**src/rtl/axa_pkg.sv**
```systemverilog
`default_nettype none
// =============================================================================
// Module   : axa_pkg
// Purpose  : Bit-cell mode enum and default parameters for approx_adder_pipe.
// Revision : 1.0
// =============================================================================
package axa_pkg;

   typedef enum logic {
      CELL_EXACT = 1'b0,
      CELL_AXA3  = 1'b1
   } cell_mode_e;

   localparam int AXA_WIDTH_DEF  = 16;
   localparam int AXA_STAGES_DEF = 4;
   localparam int AXA_ERR_W_DEF  = 16;

endpackage
`default_nettype wire

```
**src/rtl/axa_cell.sv**
```systemverilog
`default_nettype none
// =============================================================================
// Module   : axa_cell
// Purpose  : One-bit adder cell, exact or approximate sum with an exact carry.
// Revision : 1.0
// =============================================================================
module axa_cell
   import axa_pkg::*;
(
   input  logic a,
   input  logic b,
   input  logic cin,
   input  logic mode,
   output logic s,
   output logic cout
);

   assign cout = (a & b) | (a & cin) | (b & cin);
   assign s    = (mode == CELL_AXA3) ? (cin & ~(a ^ b)) : (a ^ b ^ cin);

endmodule
`default_nettype wire

```
**src/rtl/approx_adder_pipe.sv**
```systemverilog
`default_nettype none
// =============================================================================
// Module   : approx_adder_pipe
// Purpose  : Elastic pipelined adder with per-transaction approximate LSBs.
//            AXA_ERRSTAT_EN builds the exact shadow sum and mismatch counter.
// Revision : 1.0
// =============================================================================
module approx_adder_pipe
   import axa_pkg::*;
#(
   parameter int WIDTH  = AXA_WIDTH_DEF,
   parameter int STAGES = AXA_STAGES_DEF,
   parameter int ERR_W  = AXA_ERR_W_DEF
) (
   input  logic                       clk,
   input  logic                       rst_n,
   input  logic [WIDTH-1:0]           a,
   input  logic [WIDTH-1:0]           b,
   input  logic                       cin,
   input  logic [$clog2(WIDTH+1)-1:0] approx_k,
   input  logic                       in_valid,
   output logic                       in_ready,
   output logic [WIDTH:0]             r,
   output logic                       out_valid,
   input  logic                       out_ready,
   input  logic                       err_clr,
   output logic [ERR_W-1:0]           err_cnt
);

   localparam int SEG = WIDTH / STAGES;
   localparam int KW  = $clog2(WIDTH + 1);
   localparam int RW  = WIDTH + 1;

   if (WIDTH % STAGES != 0) begin : g_bad_split
      $error("approx_adder_pipe: WIDTH must be a multiple of STAGES");
   end

   logic             vld     [STAGES];
   logic             cy      [STAGES];
   logic [WIDTH-1:0] op_a    [STAGES];
   logic [WIDTH-1:0] op_b    [STAGES];
   logic [WIDTH-1:0] sum     [STAGES];
   logic [KW-1:0]    kk      [STAGES];
   logic [STAGES-1:0] rdy;

   logic             src_v   [STAGES];
   logic             src_c   [STAGES];
   logic [WIDTH-1:0] src_a   [STAGES];
   logic [WIDTH-1:0] src_b   [STAGES];
   logic [WIDTH-1:0] src_sum [STAGES];
   logic [KW-1:0]    src_k   [STAGES];
   logic             nxt_c   [STAGES];
   logic [WIDTH-1:0] nxt_sum [STAGES];

   // A stage may load when it is empty or its content leaves this cycle.
   always_comb begin
      rdy = '0;
      rdy[STAGES-1] = !vld[STAGES-1] || out_ready;
      for (int s = STAGES - 2; s >= 0; s--) begin
         rdy[s] = !vld[s] || rdy[s+1];
      end
   end

   for (genvar s = 0; s < STAGES; s++) begin : g_stage
      logic [SEG-1:0]   seg_s;
      logic [WIDTH-1:0] merged;

      if (s == 0) begin : g_head
         assign src_v[s]   = in_valid;
         assign src_c[s]   = cin;
         assign src_a[s]   = a;
         assign src_b[s]   = b;
         assign src_k[s]   = approx_k;
         assign src_sum[s] = '0;
      end else begin : g_body
         assign src_v[s]   = vld[s-1];
         assign src_c[s]   = cy[s-1];
         assign src_a[s]   = op_a[s-1];
         assign src_b[s]   = op_b[s-1];
         assign src_k[s]   = kk[s-1];
         assign src_sum[s] = sum[s-1];
      end

      // Each bit owns its carry net so the ripple chain is not one shared vector.
      for (genvar j = 0; j < SEG; j++) begin : g_bit
         localparam int            BIT     = s * SEG + j;
         localparam logic [KW-1:0] BIT_IDX = KW'(BIT);
         cell_mode_e mode;
         logic       c_in;
         logic       c_out;

         if (j == 0) begin : g_c0
            assign c_in = src_c[s];
         end else begin : g_cn
            assign c_in = g_bit[j-1].c_out;
         end

         assign mode = (src_k[s] > BIT_IDX) ? CELL_AXA3 : CELL_EXACT;

         axa_cell u_cell (
            .a    (src_a[s][BIT]),
            .b    (src_b[s][BIT]),
            .cin  (c_in),
            .mode (mode),
            .s    (seg_s[j]),
            .cout (c_out)
         );
      end

      always_comb begin
         merged = src_sum[s];
         merged[s*SEG +: SEG] = seg_s;
      end

      assign nxt_sum[s] = merged;
      assign nxt_c[s]   = g_bit[SEG-1].c_out;
   end

   always_ff @(posedge clk or negedge rst_n) begin
      if (!rst_n) begin
         for (int s = 0; s < STAGES; s++) begin
            vld[s]  <= 1'b0;
            cy[s]   <= 1'b0;
            op_a[s] <= '0;
            op_b[s] <= '0;
            sum[s]  <= '0;
            kk[s]   <= '0;
         end
      end else begin
         for (int s = 0; s < STAGES; s++) begin
            if (rdy[s]) begin
               vld[s] <= src_v[s];
               if (src_v[s]) begin
                  cy[s]   <= nxt_c[s];
                  op_a[s] <= src_a[s];
                  op_b[s] <= src_b[s];
                  sum[s]  <= nxt_sum[s];
                  kk[s]   <= src_k[s];
               end
            end
         end
      end
   end

   assign r         = {cy[STAGES-1], sum[STAGES-1]};
   assign out_valid = vld[STAGES-1];
   assign in_ready  = rdy[0];

`ifdef AXA_ERRSTAT_EN
   logic [WIDTH:0]   ex     [STAGES];
   logic [WIDTH:0]   src_ex [STAGES];
   logic [ERR_W-1:0] err_q;
   logic             mismatch;

   for (genvar s = 0; s < STAGES; s++) begin : g_exact
      if (s == 0) begin : g_ex_head
         assign src_ex[s] = {1'b0, a} + {1'b0, b} + RW'(cin);
      end else begin : g_ex_body
         assign src_ex[s] = ex[s-1];
      end
   end

   always_ff @(posedge clk or negedge rst_n) begin
      if (!rst_n) begin
         for (int s = 0; s < STAGES; s++) begin
            ex[s] <= '0;
         end
      end else begin
         for (int s = 0; s < STAGES; s++) begin
            if (rdy[s] && src_v[s]) begin
               ex[s] <= src_ex[s];
            end
         end
      end
   end

   assign mismatch = (r != ex[STAGES-1]);

   always_ff @(posedge clk or negedge rst_n) begin
      if (!rst_n) begin
         err_q <= '0;
      end else if (err_clr) begin
         err_q <= '0;
      end else if (out_valid && out_ready && mismatch && (err_q != {ERR_W{1'b1}})) begin
         err_q <= err_q + 1'b1;
      end
   end

   assign err_cnt = err_q;
`else
   logic unused_err_clr;
   assign unused_err_clr = err_clr;
   assign err_cnt        = '0;
`endif

endmodule
`default_nettype wire

```
**config.mk**
```make
export PLATFORM = sky130hd
export DESIGN_NAME = approx_adder_pipe
export DESIGN_NICKNAME = d
export VERILOG_FILES = /design/src/rtl/axa_pkg.sv /design/src/rtl/axa_cell.sv /design/src/rtl/approx_adder_pipe.sv
export SDC_FILE = /design/constraint.sdc
export NUM_CORES = 1
export LEC_CHECK = 0
export ABC_AREA = 1
export CORE_ASPECT_RATIO = 0.7
export CORE_MARGIN = 2
export CORE_UTILIZATION = 25
export CTS_BUF_LIST = sky130_fd_sc_hd__clkbuf_16
export CTS_CLUSTER_SIZE = 16
export DETAILED_ROUTE_END_ITERATION = 12
export HOLD_SLACK_MARGIN = 0.02
export PLACE_DENSITY = 0.55
export SLEW_MARGIN = 10
export SYNTH_ARGS = -nofsm -noshare
export SYNTH_HDL_FRONTEND = slang
export SYNTH_SLANG_ARGS = --single-unit
```
**constraint.sdc**
```tcl
create_clock -name clk -period 2.2 [get_ports clk]
set_input_delay 0.66 -clock clk [delete_from_list [all_inputs] [get_ports clk]]
set_output_delay 0.66 -clock clk [all_outputs]
set_load 0.1 [all_outputs]
```
==> flow_summary.ini <==
[pwr]
power_leakage_nw = 3.76
switching_share_pct = 42.4
peakVddDrop_v = 0.000639
seqPwrFrac_pct = 35.7
p_clk_share_pct = 18.8
internal_power_mw = 5.00
power_mw = 8.68
comb_power_share_pct = 45.6
p_switching_mw = 3.68
p_per_area_nw_per_um2 = 1180

[timing]
max_slew_margin_pct = 46.9
grt_setup_unrepaired = true
period_share_pct = 102
setup_viol = 3
worst_slew_pin_slew_ns = 0.795
min_period_ns = 2.25
clock.fmax_mhz = 445
hold_viol_final = 0
clock_skew_ns = 0.00983
worst_slack_ns = -0.0473
finalMaxSlewViolations = 0

[cts]
numCtsBuffers = 9
htreeDepth = 3
clock_latency_ns = 0.35
root_buffer = clkbuf_16
tritoncts = yes
clk_pin_slew_worst_paths_ns = 0.07
holdBufCountCts = 0
clockBufferDepth = 2
cts.sinks = 111

[critical_path]
r2r-end = g_stage[2].merged[7]
cp.arrival_ns = 2.52
max_stage_delay_ns = 0.41
reg2regPathDepth = 10
start_kind = register
cpMaxStageDelayCell = dfrtp_1
path_cells = inv_2 -> fa_1 -> inv_2 -> fa_2 -> fa_2 -> inv_2 -> fa_1 -> nand2_1 -> o21ai_2 -> o21ai_1
r2r_start = g_stage[1].g_bit[0].c_in
crit_path_end_kind = register
crit_end = g_stage[2].merged[7]
critPathKind = register to register
crit_top_cell = inv_2
cp_max_fo = 2
crit_start = g_stage[1].g_bit[0].c_in
critical_path_required_ns = 2.47
rrSetupSlack_ns = -0.05

[run_status]
run_status = finished, violations left
violations = negative setup slack

[drt]
wl_per_cell_um = 11.6
drt.antenna.violating_nets = 0
wl_um = 12100
dr.pass1.iters = 4
drc = 0
vias = 3957
via_per_inst = 3.79
drt-initial-drc-count = 250

[placed_design]
routabilityCongestion = 0.756
dp_hpwl_um = 9270
port_buffers = 60
place_area_um2 = 7060
dp_cells = 1027

[layout]
layout.nets = 818
stdcell_count = 1044
diodes = 0
fin_util_pct = 32.8
syn2layout_area_growth_pct = 29.6
drive_gt1_share_pct = 18.9
design_area_um2 = 7380

[run]
maxCapViolCount = 0

[floorplanning]
die_w_um = 184
io_pins = 78
die_y_um = 130
rows = 46
core_um2 = 22500
start_util_pct = 25.3
die_area_um2 = 24000

[global_route]
grtUsageMet3_pct = 2.82
use_met1_pct = 16.6
grt_pass1_vias = 4055
grt_usage_pct = 11.0
use_met2_pct = 15.3
busiest_layer = met1
antenna_found_initial = 0
grt_max_degree = 52
grt_pass1_wl_um = 20600
grt_overflow_total = 0

[synth]
syn_area_per_cell_um2 = 8.99
synth_area_um2 = 5700
yosysSeqAreaShare_pct = 48.7
yosysWarnings = 0
yosysUniqueCellTypes = 26
syn_inst = 634
ys_ff_latch = 111

[worst_hold_path]
hold_path_class = input port to asynchronous set/reset pin
## layout by cell type, fill, tap and decap left out, types with 4 or more instances in the layout
| master | synthesis | layout |
|---|---|---|
| buf_12 | 0 | 27 |
| dfrtp_1 | 111 | 110 |
| nand3_1 | 19 | 19 |
| inv_1 | 80 | 65 |
| o21ai_0 | 32 | 27 |
| fa_1 | 16 | 7 |
| buf_4 | 20 | 35 |
| ha_1 | 32 | 32 |
| nor2_1 | 7 | 7 |
| o21ai_2 | 19 | 21 |
| clkdlybuf4s50_1 | 0 | 34 |
| nand2_1 | 261 | 261 |
| o21ai_1 | 3 | 6 |
| nand4_1 | 4 | 4 |
| conb_1 | 1 | 16 |
| clkbuf_16 | 0 | 9 |
| fa_2 | 0 | 9 |
| inv_2 | 2 | 16 |
## what timing repair did
action | in CTS | in global routing
setup buffers | 1 | 0
resized for setup | 42 | 1
pin swaps | 9 | 6
setup endpoints to repair | 7 | 4
## cells by family after synthesis
kind of cell	share of synthesized area, %
AND/OR/NAND/NOR	21.7
AO/OA/AOI/OAI	6.08
adder cells (fa/ha/maj)	12.6
flip-flops	48.7
other	0.0658
buffers and inverters	10.8
## metal layers
layer / vias up / share of wire, %
met4: 0 / 1.1
li1: 2065 / -
met1: 1810 / 56
met2: 70 / 38
met5: - / 0
met3: 12 / 5.3
## synthesized netlist by cell type (all sizes together)
library cell    n  area share (%)
nand3b          1            0.13
ha             32             7.0
buf            33             4.8
nand3          19             1.7
fa             16             5.6
dfrtp         111              49
nand4           6             1.0
o21ai          54             6.0
nand2         264              18
a21oi           1           0.088
conb            1           0.066
inv            83             5.5
nor2           11             1.2
clkbuf          2            0.48
## stage by stage
step                      TNS (ns)  hold slack (ns)  setup WS, ns
after floorplan             -0.175            0.364        -0.175
after global placement       -8.12            0.460        -0.749
after detailed placement     -7.40            0.464        -0.765
after CTS                   -0.178            0.243       -0.0511
after global routing        -0.547            0.251        -0.183
final                       -0.104            0.236       -0.0473
## critical path: cells and delay by family (launching register included)
kind                       cells  cell delay (ns)
adders and majority gates      4             1.30
buffers and inverters          3             0.19
DFF                            1             0.41
AOI/OAI and AO/OA              2             0.18
and+or+nand+nor                1             0.09
## state kept, by name (all words and copies together), names as in the netlist
| register | cells |
|---|---|
| g_stage.g_bit.c_in | 3 |
| g_stage.merged | 24 |
| kk | 15 |
| op_a | 24 |
| op_b | 24 |
| out_valid | 1 |
| r | 17 |
| src_v | 3 |
## how the worst min path moves through the flow
stage	endpoint	start	cells past startpoint	slack [ns]
detailed placement	g_stage[3].merged[7]	g_stage[2].merged[7]	2	0.46
global placement	r[4]	g_stage[3].merged[4]	2	0.46
global route	src_v[0]	rst_n	1	0.25
floorplan	g_stage[1].g_bit[0].c_in	rst_n	0	0.36
finish	src_v[0]	rst_n	1	0.24
CTS	src_v[0]	rst_n	1	0.24
## power by group through the flow
stage	logic, mW	registers [mW]	clock network (mW)
after floorplan	1.54	4.03	0
after global placement	3.91	3.12	0
after detailed placement	3.95	3.14	0
after CTS	4.01	3.11	1.69
after global routing	4.36	3.19	1.78
final	3.95	3.10	1.63
## final cells by class
type	count	area [um^2]
fill	2343	15100
sequential	111	2780
multi-input combinational	420	2390
timing repair buffer	102	1210
tap	312	390
inverter	83	317
clock buffer	9	225
clock inverter	7	71.3
No activity file was read; power rests on OpenSTA's default activity.
==> variant: new RTL, config.mk and constraints unchanged <==
The option `AXA_ERRSTAT_EN` is turned on by a define.
--- a/src/rtl/approx_adder_pipe.sv
+++ b/src/rtl/approx_adder_pipe.sv
@@ -5,6 +5,8 @@
 //            AXA_ERRSTAT_EN builds the exact shadow sum and mismatch counter.
 // Revision : 1.0
 // =============================================================================
+`define AXA_ERRSTAT_EN
+
 module approx_adder_pipe
    import axa_pkg::*;
 #(
Function: changed (Yosys sat finds a counterexample within 10 cycles, from zero or initial values and one cycle with rst_n low).
==> variant against the unedited design <==
The run still ends with negative setup slack left; routed wire length rose by 120%; critical path depth fell by 1; worst setup slack got worse by 130 ps; final cell count rose by 84%; sequential cell count rose by 84; total power rose by 59%; via count rose by 100%; sequential power rose by 73%; synthesized area rose by 74%; final area rose by 79%; fmax fell by 5.5%.
==> variant: results (changes against the unedited design) <==
First-pass GRT wire length - 43040 um (+110%)
Met2 Track Usage GR - 0.1784 (+0.02559)
Routability cong. - 0.8297 (+9.8%)
Final setup fails - 3 (unchanged)
Crit path arrival time - 2690 ps (+170 ps)
Largest net degree at the start of global routing - 54 (+3.8%)
Compound-cell area share of the yosys netlist - 0.09892 (+0.03809)
Slew headroom - 0.6261 (+0.1574)
Synth area leaders - dfrtp_1, nand2_1, o21ai_0
# H-tree levels - 4 (+1)
CTS Buf Count - 17 (+8)
Skew-Pair Late Insertion Delay - 450 ps (+100 ps)
Metal3 WL - 1139 um (+77%)
Violated checks - negative setup slack
Cells after DPL - 1880 (+83%)
Worst clock skew - 8.505 ps (-1.321 ps)
Slowest-stage cell, CP - fa_2
Hold_ws - 172.4 ps (-64.10 ps)
DRT iter0 DRCs - 514 (+110%)
Via Count - 7924 (+100%)
First-pass DRT Iterations - 5 (+1)
I/O Buffers - 77 (+28%)
Mean Syn Cell Area - 8.306 sq um (-7.6%)
DP HPWL - 20430 um (+120%)
Post-placement cell area - 12550 sq um (+78%)
Status - complete, but fails checks
GR Util met1 - 0.2096 (+0.04381)
Fill cell count - 4139 (+77%)
Worst R2R Path Depth - 9 (-1)
Via/cell ratio - 4.129 (+8.9%)
Multi-input logic area - 4255 sq um (+78%)
R2r startpoint - op_b[52]
Nets@finish - 1476 (+80%)
Wire length on met1 - 14950 um (+120%)
Pre-CTS WS - -948.7 ps (-183.8 ps)
Routing usage on met3 - 0.03122 (+0.003027)
Worst setup margin - -178.3 ps (-131.0 ps)
Synth Area in Adders - 0.09086 (-0.03562)
Vias in the first global route - 7740 (+91%)
Pint - 8.253 mW (+65%)
Tot GR Track Use - 0.1330 (+0.02281)
[variant: changes by cell type in the layout (fill, tap and decap cells not counted), sizes merged, moves of 13 or more]
cell   delta
a21oi    +21
buf      +91
conb     -16
dfrtp    +84
ha       +13
inv     +102
nand2   +114
nand3    +31
nand4    +17
nor2     +44
o21ai    +97
[variant: power groups by stage]
stage,sequential (mW),clock (mW),combinational (mW)
2_1_floorplan,6.25,0,2.19
3_3_place_gp,5.40,0,5.33
3_5_place_dp,5.44,0,5.40
4_1_cts,5.38,3.03,5.48
5_1_grt,5.51,3.18,6.04
6_report,5.37,2.96,5.45
[variant: final timing paths]
path | end
max | g_stage[2].merged[7]
min | err_cnt[2]
max reg2reg | g_stage[2].merged[7]
min reg2reg | op_b[61]
max in group asynchronous | op_a[52]
min in group clk | op_b[61]
[variant: what timing repair did]
item,CTS,global route
endpoints found under the hold margin,0,0
buffers inserted,3,4
hold buffers,0,0
cloned,0,0
pin swaps,8,13
setup endpoints to repair,21,15
resized for setup,32,27
[variant: cell families (layout without fill, tap and decap cells)]
family                     count (synthesis)  in the layout
DFF                                      195            195
xor gates and xnor gates                  19             19
and+or+nand+nor                          513            513
AOI/OAI and AO/OA                        188            188
buffers and inverters                    220            406
adders and majority gates                 62             62
other                                      0              1
[variant: worst max-delay path, delay by kind of cell (launching register included)]
kind            cells  cell delay, ps
fa+ha+maj           4            1150
buf+inv             3             270
flops               1             380
compound gates      2             440
[variant: layout make-up]
class                      instances  share of cell area
timing repair buffer             195              0.1631
tap                              535             0.05070
clock inverter                    14            0.008813
inverter                         180             0.05288
clock buffer                      17             0.03222
antenna                            1           0.0001895
sequential                       195              0.3698
multi-input combinational        782              0.3223
